<file path="src/rtl/dram_pkg.sv">
// Command encodings, FSM states and default DRAM timing shared by the scheduler and its bench.
package dram_pkg;

  localparam logic [2:0] CMD_NOP = 3'd0;
  localparam logic [2:0] CMD_ACT = 3'd1;
  localparam logic [2:0] CMD_PRE = 3'd2;
  localparam logic [2:0] CMD_RD  = 3'd3;
  localparam logic [2:0] CMD_WR  = 3'd4;
  localparam logic [2:0] CMD_REF = 3'd5;

  typedef enum logic [3:0] {
    S_IDLE, S_CHECK, S_PRE_WAIT, S_ACT_WAIT, S_RD_WAIT, S_RESP,
    S_REF_PRE, S_REF_PRE_WAIT, S_REF_WAIT
  } state_t;

  localparam int T_RP_DEF   = 3;
  localparam int T_RCD_DEF  = 3;
  localparam int T_CL_DEF   = 4;
  localparam int T_RFC_DEF  = 8;
  localparam int T_REFI_DEF = 1000;

  function automatic int max4(input int a, input int b, input int c, input int d);
    int m;
    m = a;
    if (b > m) m = b;
    if (c > m) m = c;
    if (d > m) m = d;
    return m;
  endfunction

endpackage

</file>
<file path="src/rtl/dram_addr_translator.sv">
// Splits a byte address into {bank, row, col}, column in the LSBs; purely combinational.
module dram_addr_translator
  import dram_pkg::*;
#(
  parameter int ADDR_WIDTH   = 20,
  parameter int NUM_OF_BANKS = 8,
  parameter int NUM_OF_ROWS  = 128,
  parameter int NUM_OF_COLS  = 8
) (
  input  logic [ADDR_WIDTH-1:0]           addr_i,
  output logic [$clog2(NUM_OF_BANKS)-1:0] bank_o,
  output logic [$clog2(NUM_OF_ROWS)-1:0]  row_o,
  output logic [$clog2(NUM_OF_COLS)-1:0]  col_o
);
  localparam int BW  = $clog2(NUM_OF_BANKS);
  localparam int RW  = $clog2(NUM_OF_ROWS);
  localparam int CW  = $clog2(NUM_OF_COLS);
  localparam int MSB = BW + RW + CW;

  logic unused_hi;

  assign col_o  = addr_i[CW-1:0];
  assign row_o  = addr_i[CW+RW-1:CW];
  assign bank_o = addr_i[MSB-1:CW+RW];
  assign unused_hi = ^addr_i[ADDR_WIDTH-1:MSB];

endmodule

</file>
<file path="src/rtl/dram_bank_scheduler.sv">
// One-request-at-a-time open-page DRAM sequencer: hit RD/WR 1 cycle after accept, closed +T_RCD, conflict +T_RP+T_RCD.
// req_ready only in IDLE with no refresh pending; responses are single-cycle pulses with no backpressure.
module dram_bank_scheduler
  import dram_pkg::*;
#(
  parameter int ADDR_WIDTH   = 20,
  parameter int DATA_WIDTH   = 32,
  parameter int NUM_OF_BANKS = 8,
  parameter int NUM_OF_ROWS  = 128,
  parameter int NUM_OF_COLS  = 8,
  parameter int T_RP         = T_RP_DEF,
  parameter int T_RCD        = T_RCD_DEF,
  parameter int T_CL         = T_CL_DEF,
  parameter int T_RFC        = T_RFC_DEF,
  parameter int T_REFI       = T_REFI_DEF
) (
  input  logic                            clk,
  input  logic                            rst,
  input  logic                            req_valid,
  output logic                            req_ready,
  input  logic [ADDR_WIDTH-1:0]           req_addr,
  input  logic                            req_we,
  input  logic [DATA_WIDTH-1:0]           req_wdata,
  output logic                            resp_valid,
  output logic [DATA_WIDTH-1:0]           resp_rdata,
  output logic [2:0]                      dram_cmd,
  output logic                            dram_all_banks,
  output logic [$clog2(NUM_OF_BANKS)-1:0] dram_bank,
  output logic [$clog2(NUM_OF_ROWS)-1:0]  dram_row,
  output logic [$clog2(NUM_OF_COLS)-1:0]  dram_col,
  output logic [DATA_WIDTH-1:0]           dram_wdata,
  input  logic [DATA_WIDTH-1:0]           dram_rdata
);
  localparam int BW   = $clog2(NUM_OF_BANKS);
  localparam int RW   = $clog2(NUM_OF_ROWS);
  localparam int CW   = $clog2(NUM_OF_COLS);
  localparam int TW   = $clog2(max4(T_RP, T_RCD, T_CL, T_RFC)) + 1;
  localparam int CNTW = $clog2(T_REFI);

  state_t                  state_q;
  logic [ADDR_WIDTH-1:0]   addr_q;
  logic                    we_q;
  logic [DATA_WIDTH-1:0]   wdata_q;
  logic [TW-1:0]           tmr_q;
  logic [NUM_OF_BANKS-1:0] open_vld_q;
  logic [RW-1:0]           open_row_q [NUM_OF_BANKS];
  logic [CNTW-1:0]         ref_cnt_q, ref_cnt_d;
  logic                    ref_pend_q, ref_set, ready_d, row_hit;

  logic                    req_ready_q, resp_valid_q, dram_all_banks_q;
  logic [DATA_WIDTH-1:0]   resp_rdata_q, dram_wdata_q;
  logic [2:0]              dram_cmd_q;
  logic [BW-1:0]           dram_bank_q, bank;
  logic [RW-1:0]           dram_row_q, row;
  logic [CW-1:0]           dram_col_q, col;

  dram_addr_translator #(
    .ADDR_WIDTH  (ADDR_WIDTH),
    .NUM_OF_BANKS(NUM_OF_BANKS),
    .NUM_OF_ROWS (NUM_OF_ROWS),
    .NUM_OF_COLS (NUM_OF_COLS)
  ) u_xlat (
    .addr_i(addr_q),
    .bank_o(bank),
    .row_o (row),
    .col_o (col)
  );

  // Pending is raised in the same edge the counter reaches T_REFI-1, so req_ready is already low then.
  always_comb begin
    ref_cnt_d = (ref_cnt_q == CNTW'(T_REFI - 1)) ? '0 : ref_cnt_q + 1'b1;
    ref_set   = (ref_cnt_d == CNTW'(T_REFI - 1));
    ready_d   = !(ref_pend_q || ref_set);
    row_hit   = open_vld_q[bank] && (open_row_q[bank] == row);
  end

  always_ff @(posedge clk) begin
    if (rst) begin
      state_q          <= S_IDLE;
      addr_q           <= '0;
      we_q             <= 1'b0;
      wdata_q          <= '0;
      tmr_q            <= '0;
      open_vld_q       <= '0;
      for (int b = 0; b < NUM_OF_BANKS; b++) open_row_q[b] <= '0;
      ref_cnt_q        <= '0;
      ref_pend_q       <= 1'b0;
      req_ready_q      <= 1'b0;
      resp_valid_q     <= 1'b0;
      resp_rdata_q     <= '0;
      dram_cmd_q       <= CMD_NOP;
      dram_all_banks_q <= 1'b0;
      dram_bank_q      <= '0;
      dram_row_q       <= '0;
      dram_col_q       <= '0;
      dram_wdata_q     <= '0;
    end else begin
      dram_cmd_q       <= CMD_NOP;
      dram_all_banks_q <= 1'b0;
      resp_valid_q     <= 1'b0;
      req_ready_q      <= 1'b0;
      ref_cnt_q        <= ref_cnt_d;
      case (state_q)
        S_IDLE: begin
          if (ref_pend_q) begin
            state_q <= S_REF_PRE;
          end else if (req_valid && req_ready_q) begin
            addr_q  <= req_addr;
            we_q    <= req_we;
            wdata_q <= req_wdata;
            state_q <= S_CHECK;
          end else begin
            req_ready_q <= ready_d;
          end
        end
        S_CHECK: begin
          dram_bank_q <= bank;
          if (row_hit) begin
            dram_cmd_q   <= we_q ? CMD_WR : CMD_RD;
            dram_col_q   <= col;
            dram_wdata_q <= wdata_q;
            tmr_q        <= TW'(T_CL - 1);
            state_q      <= we_q ? S_RESP : S_RD_WAIT;
          end else if (open_vld_q[bank]) begin
            dram_cmd_q       <= CMD_PRE;
            open_vld_q[bank] <= 1'b0;
            tmr_q            <= TW'(T_RP - 1);
            state_q          <= S_PRE_WAIT;
          end else begin
            dram_cmd_q       <= CMD_ACT;
            dram_row_q       <= row;
            open_vld_q[bank] <= 1'b1;
            open_row_q[bank] <= row;
            tmr_q            <= TW'(T_RCD - 1);
            state_q          <= S_ACT_WAIT;
          end
        end
        S_PRE_WAIT: begin
          if (tmr_q == '0) begin
            dram_cmd_q       <= CMD_ACT;
            dram_bank_q      <= bank;
            dram_row_q       <= row;
            open_vld_q[bank] <= 1'b1;
            open_row_q[bank] <= row;
            tmr_q            <= TW'(T_RCD - 1);
            state_q          <= S_ACT_WAIT;
          end else begin
            tmr_q <= tmr_q - 1'b1;
          end
        end
        S_ACT_WAIT: begin
          if (tmr_q == '0) begin
            dram_cmd_q   <= we_q ? CMD_WR : CMD_RD;
            dram_bank_q  <= bank;
            dram_col_q   <= col;
            dram_wdata_q <= wdata_q;
            tmr_q        <= TW'(T_CL - 1);
            state_q      <= we_q ? S_RESP : S_RD_WAIT;
          end else begin
            tmr_q <= tmr_q - 1'b1;
          end
        end
        S_RD_WAIT: begin
          if (tmr_q == '0) state_q <= S_RESP;
          else             tmr_q   <= tmr_q - 1'b1;
        end
        // dram_rdata is valid during this state for reads; it is sampled at the edge that leaves it.
        S_RESP: begin
          resp_valid_q <= 1'b1;
          resp_rdata_q <= we_q ? '0 : dram_rdata;
          req_ready_q  <= ready_d;
          state_q      <= S_IDLE;
        end
        S_REF_PRE, S_REF_PRE_WAIT: begin
          if (state_q == S_REF_PRE && open_vld_q != '0) begin
            dram_cmd_q       <= CMD_PRE;
            dram_all_banks_q <= 1'b1;
            tmr_q            <= TW'(T_RP - 1);
            state_q          <= S_REF_PRE_WAIT;
          end else if (state_q == S_REF_PRE || tmr_q == '0) begin
            dram_cmd_q <= CMD_REF;
            open_vld_q <= '0;
            ref_pend_q <= 1'b0;
            tmr_q      <= TW'(T_RFC - 1);
            state_q    <= S_REF_WAIT;
          end else begin
            tmr_q <= tmr_q - 1'b1;
          end
        end
        S_REF_WAIT: begin
          if (tmr_q == '0) begin
            req_ready_q <= ready_d;
            state_q     <= S_IDLE;
          end else begin
            tmr_q <= tmr_q - 1'b1;
          end
        end
        default: state_q <= S_IDLE;
      endcase
      if (ref_set) ref_pend_q <= 1'b1;
    end
  end

  assign req_ready      = req_ready_q;
  assign resp_valid     = resp_valid_q;
  assign resp_rdata     = resp_rdata_q;
  assign dram_cmd       = dram_cmd_q;
  assign dram_all_banks = dram_all_banks_q;
  assign dram_bank      = dram_bank_q;
  assign dram_row       = dram_row_q;
  assign dram_col       = dram_col_q;
  assign dram_wdata     = dram_wdata_q;

endmodule
</file>
<file path="config.mk">
export PLATFORM = sky130hd
export DESIGN_NAME = dram_bank_scheduler
export DESIGN_NICKNAME = d
export VERILOG_FILES = /design/src/rtl/dram_pkg.sv /design/src/rtl/dram_addr_translator.sv /design/src/rtl/dram_bank_scheduler.sv
export SDC_FILE = /design/constraint.sdc
export NUM_CORES = 1
export LEC_CHECK = 0
export ABC_AREA = 0
export CORE_ASPECT_RATIO = 2
export CORE_MARGIN = 5
export CORE_UTILIZATION = 47
export DETAILED_ROUTE_END_ITERATION = 7
export PLACE_DENSITY_LB_ADDON = 0.05
export SYNTH_ARGS = -nofsm -noshare
export SYNTH_HDL_FRONTEND = slang
export SYNTH_HIERARCHICAL = 1
export SYNTH_SLANG_ARGS = --single-unit
</file>
<file path="constraint.sdc">
create_clock -name clk -period 7.4 [get_ports clk]
set_clock_uncertainty 0.2 [all_clocks]
set_input_delay 1.11 -clock clk [delete_from_list [all_inputs] [get_ports clk]]
set_output_delay 1.11 -clock clk [all_outputs]
set_load 0.02 [all_outputs]
</file>
-- Word level (Yosys, flattened, before mapping)
Memory sizes are Yosys's and may differ from the RTL's. A register that Yosys moved wholly into a read port is not among the register bits.
Cells that the tools add are included.
- flip-flop bits (word level): 156
- memory bits (writable): 56
- bits of input ports: 88
- output and inout port bits: 83
- word-level logic and storage cells: 161
- memories: 1
- memories (memory ; depth ; bits a word ; read ports ; clocked after Yosys merged registers in ; wr ports ; RTL line ; source):
    open_row_q ; 8 ; 7 ; 1 ; 1 ; 8 ; dram_bank_scheduler.sv:46 ; logic [RW-1:0] open_row_q [NUM_OF_BANKS];
- $add $sub $neg: 2
- magnitude comparators: 2
- eq/ne operators: 25
- mux-type cells: 78
- bitwise gates (word level): 6
- reduce and logical (&&, ||, !) cells: 30
- operators with widths (operator ; count):
    $mux W32 ; 3
    $pmux W32 S2 ; 1
    $mux W4 ; 13
    $mux W8 ; 5
    $mux W3 ; 12
    $mux W7 ; 5
    $pmux W4 S7 ; 1
    $mux W1 ; 27
    $pmux W8 S3 ; 1
    $ne A2 B2 Y1 const B ; 11
    $eq A10 B10 Y1 const B ; 2
    $pmux W4 S5 ; 1
    $eq A4 B3 Y1 const B ; 4
    $pmux W7 S2 ; 1
    $pmux W3 S2 ; 2
    $pmux W3 S4 ; 1
    $add A10 B1 Y10 const B ; 1
    $mux W10 ; 1
    $reduce_bool A2 Y1 ; 5
    $reduce_and A3 Y1 ; 3
    $and A8 B8 Y8 ; 1
    $eq A4 B2 Y1 const B ; 2
    $logic_not A4 Y1 ; 2
    $not A8 Y8 ; 1
    other kinds (27) ; 37

-- Logic depth before layout (Yosys ltp)
- word-level depth: 10
- gate-level depth with buffers: 13
- gate-level depth less buffers: 9

-- Cells and area by module
The synthesis kept the hierarchy.
- modules (own cells, without submodules) (module ; times used ; cells an instance ; area an instance (µm²) ; seq. area each (µm²)):
    dram_bank_scheduler ; 1 ; 971 ; 9390.3 ; 4944.7
    dram_addr_translator ; 1 ; 13 ; 97.6 ; 0.0

-- Worst setup path before layout
Ideal clock, no wire load.
- path type: register to register
- start point: register addr_q[10]
- end point: memory open_row_q[6][0] (netlist bit) (enable)
- setup time: 0.381 ns
- data arrival time: 2.389 ns
- data required time: 6.819 ns
- setup slack: 4.431 ns
- stages on the path, launching flop included: 9
- buffers on the path: 2
- clock period less this slack: 2.969 ns
- path through: dfxtp_1 buf_4 buf_6 mux4_2 mux2_2 nand2b_1 nand2_2 nand2_1 o21ai_0
- RTL lines (what ; RTL line ; source):
    start: declaration ; dram_bank_scheduler.sv:41 ; logic [ADDR_WIDTH-1:0] addr_q;
    start signal: assignment ; dram_bank_scheduler.sv:108 ; addr_q <= req_addr;
    end: declaration ; dram_bank_scheduler.sv:46 ;

==> flow_metrics.py <==
metrics = {
    "logic_synthesis": {
        "synth_area_per_cell_um2": 9.69,
        "synth_nets": 1047,
        "yosysWarnings": 6,
        "syn_area_um2": 9260,
        "netlist_instances": 956,
    },
    "job": {
        "drv_cap": 0,
    },
    "sta": {
        "setup_ws_ns": 3.36,
        "period_needed_ns": 4.04,
        "slew_violations": 0,
        "hold_viol_final": 0,
        "max_freq_mhz": 248,
        "slew_headroom": 0.223,
        "finalSetupTns_ns": 0,
        "setup_viol": 0,
        "period_share": 0.546,
        "whs_ns": 0.251,
        "worst_slew_pin_slew_ns": 1.15,
        "rsz0062_at_grt": "no",
    },
    "clock_tree": {
        "postCtsSetupRepairBufs": 0,
        "post_cts_resized": 0,
        "clkLatencyLatePin_ns": 0.49,
        "cts.htree.levels": 1,
        "cts_root_buf": "clkbuf_16",
        "clk_path_buf_depth": 3,
        "cts.reportedPaths.clkPinSlew_ns": 0.07,
        "cts.sinks": 212,
        "cts_tree": "built",
        "hold_buffers": 0,
        "cts_buffers": 20,
    },
    "pwr": {
        "intPower_w": 0.00210,
        "p_comb_frac": 0.199,
        "clock_power_share": 0.348,
        "vdd_drop_max_uv": 179,
        "swShare": 0.298,
        "p_seq_frac": 0.454,
        "power.density_nw_per_um2": 261,
        "cellLeakagePower_nw": 4.03,
        "p_sw_w": 0.000891,
        "finalPower_w": 0.00299,
    },
    "cells_and_area": {
        "area_growth_pct": 23.8,
        "drive_gt1_frac": 0.0607,
        "finalNonFillerCells": 1331,
        "num-nets-final": 1148,
    },
    "global_route": {
        "antenna_found_initial": 0,
        "grt_max_degree": 79,
        "grt_pass1_wl_mm": 38.7,
        "grt_use_total": 0.214,
        "grt_pass1_vias": 7288,
        "grt_overflow": 0,
    },
    "floorplanning": {
        "rows": 72,
        "fp.dieW_um": 109,
        "ios": 171,
        "die_area_um2": 22800,
        "start_util": 0.478,
        "core_um2": 19400,
        "die_h_um": 209,
    },
    "detailed_routing": {
        "drt-wirelength-per-cell_um": 18.3,
        "drt-total-wl_mm": 24.4,
        "firstDrtPassIters": 5,
        "ant_nets": 0,
        "avgViaCountPerCell": 5.45,
        "drc": 0,
        "vias": 7257,
        "dr.first_iter.drc_count": 283,
    },
    "place": {
        "preCtsSetupSlack_ns": 3.36,
        "numPlacedInstances": 1294,
        "port-buffer-count": 163,
        "dp_hpwl_mm": 16.9,
        "gp_congestion": 0.881,
    },
    "worst_setup_path": {
        "critPathRequiredTime_ns": 7.31,
        "r2r_start": "state_q[0]",
        "critical_path_arrival_ns": 3.95,
        "endpoint_kind": "flop",
        "crit_fanout": 17,
        "critPathLaunch": "state_q[0]",
        "critPathKind": "reg2reg",
        "startpoint_type": "flop",
    },
    "outcome": {
        "status": "complete, no violations",
    },
    "worst_hold_path": {
        "min-delay-start": "wdata_q[7]",
        "hold_class": "reg2reg",
    },
}
## placed cells by master, fill, tap and decap left out, drive strengths merged, types with 8 or more instances in the layout
cell	n
inv	8
dfxtp	156
or3b	36
edfxtp	56
nand2b	9
nand3	19
o21ai	62
o22ai	11
a22o	32
and3	20
nand2	126
and2	47
a21oi	103
nor2	43
mux2	21
mux2i	18
clkbuf	28
nor3	9
clkdlybuf4s50	162
buf	8
## state kept, by name, indices dropped and copies added, names as in the netlist, 3 cells and up, named ones only
| name | count |
|---|---|
| open_row_q | 56 |
| dram_cmd | 3 |
| addr_q | 13 |
| wdata_q | 32 |
| dram_wdata | 32 |
| state_q | 4 |
| resp_rdata | 32 |
| tmr_q | 4 |
| dram_bank | 3 |
| dram_col | 3 |
| ref_cnt_q | 10 |
| dram_row | 7 |
## through the flow
stage | area (um2) | utilization
final | 11500 | 0.592
after global routing | 11500 | 0.592
after CTS | 11500 | 0.592
after detailed placement | 10800 | 0.558
after global placement | 10800 | 0.558
after floorplan | 9260 | -
## worst paths after layout
check,end,depth (start not counted),slack (ns)
hold / removal,wdata_q[7],2,0.25
setup reg to reg,open_row_q[7][2],6,3.36
setup / recovery,open_row_q[7][2],6,3.36
hold reg to reg,wdata_q[7],2,0.25
## power groups by stage
stage	Combinational (W)	Clock, W	Sequential [W]
finish	0.000593	0.00104	0.00136
global route	0.000651	0.00112	0.00137
CTS	0.000598	0.00106	0.00136
detailed placement	0.000596	0	0.00138
global placement	0.000589	0	0.00138
floorplan	0.000464	0	0.00133
## cell type report
type                       instances  area (um2)
fill                            1723        7910
timing repair buffer             170        1680
clock inverter                     8        92.6
antenna                            1        2.50
inverter                           9        33.8
sequential                       212        4810
tap                              259         324
multi-input combinational        644        3960
clock buffer                      28         566
## critical path, cell delays in order, from the launching register on
cell and delay [ns]:
dfxtp_1 0.69, nand2b_1 0.34, nor3_1 0.48, nand2b_1 0.20
nand2_2 0.42, nand2_1 0.34, o21ai_0 0.99
## metal layers
layer	track usage	wire length, um	vias to the layer above
met4	0.0723	761	0
met3	0.0574	1480	41
met5	0	0	-
met2	0.396	13200	179
li1	-	-	3590
met1	0.226	8930	3447
Power figures use the tool's default switching activity.
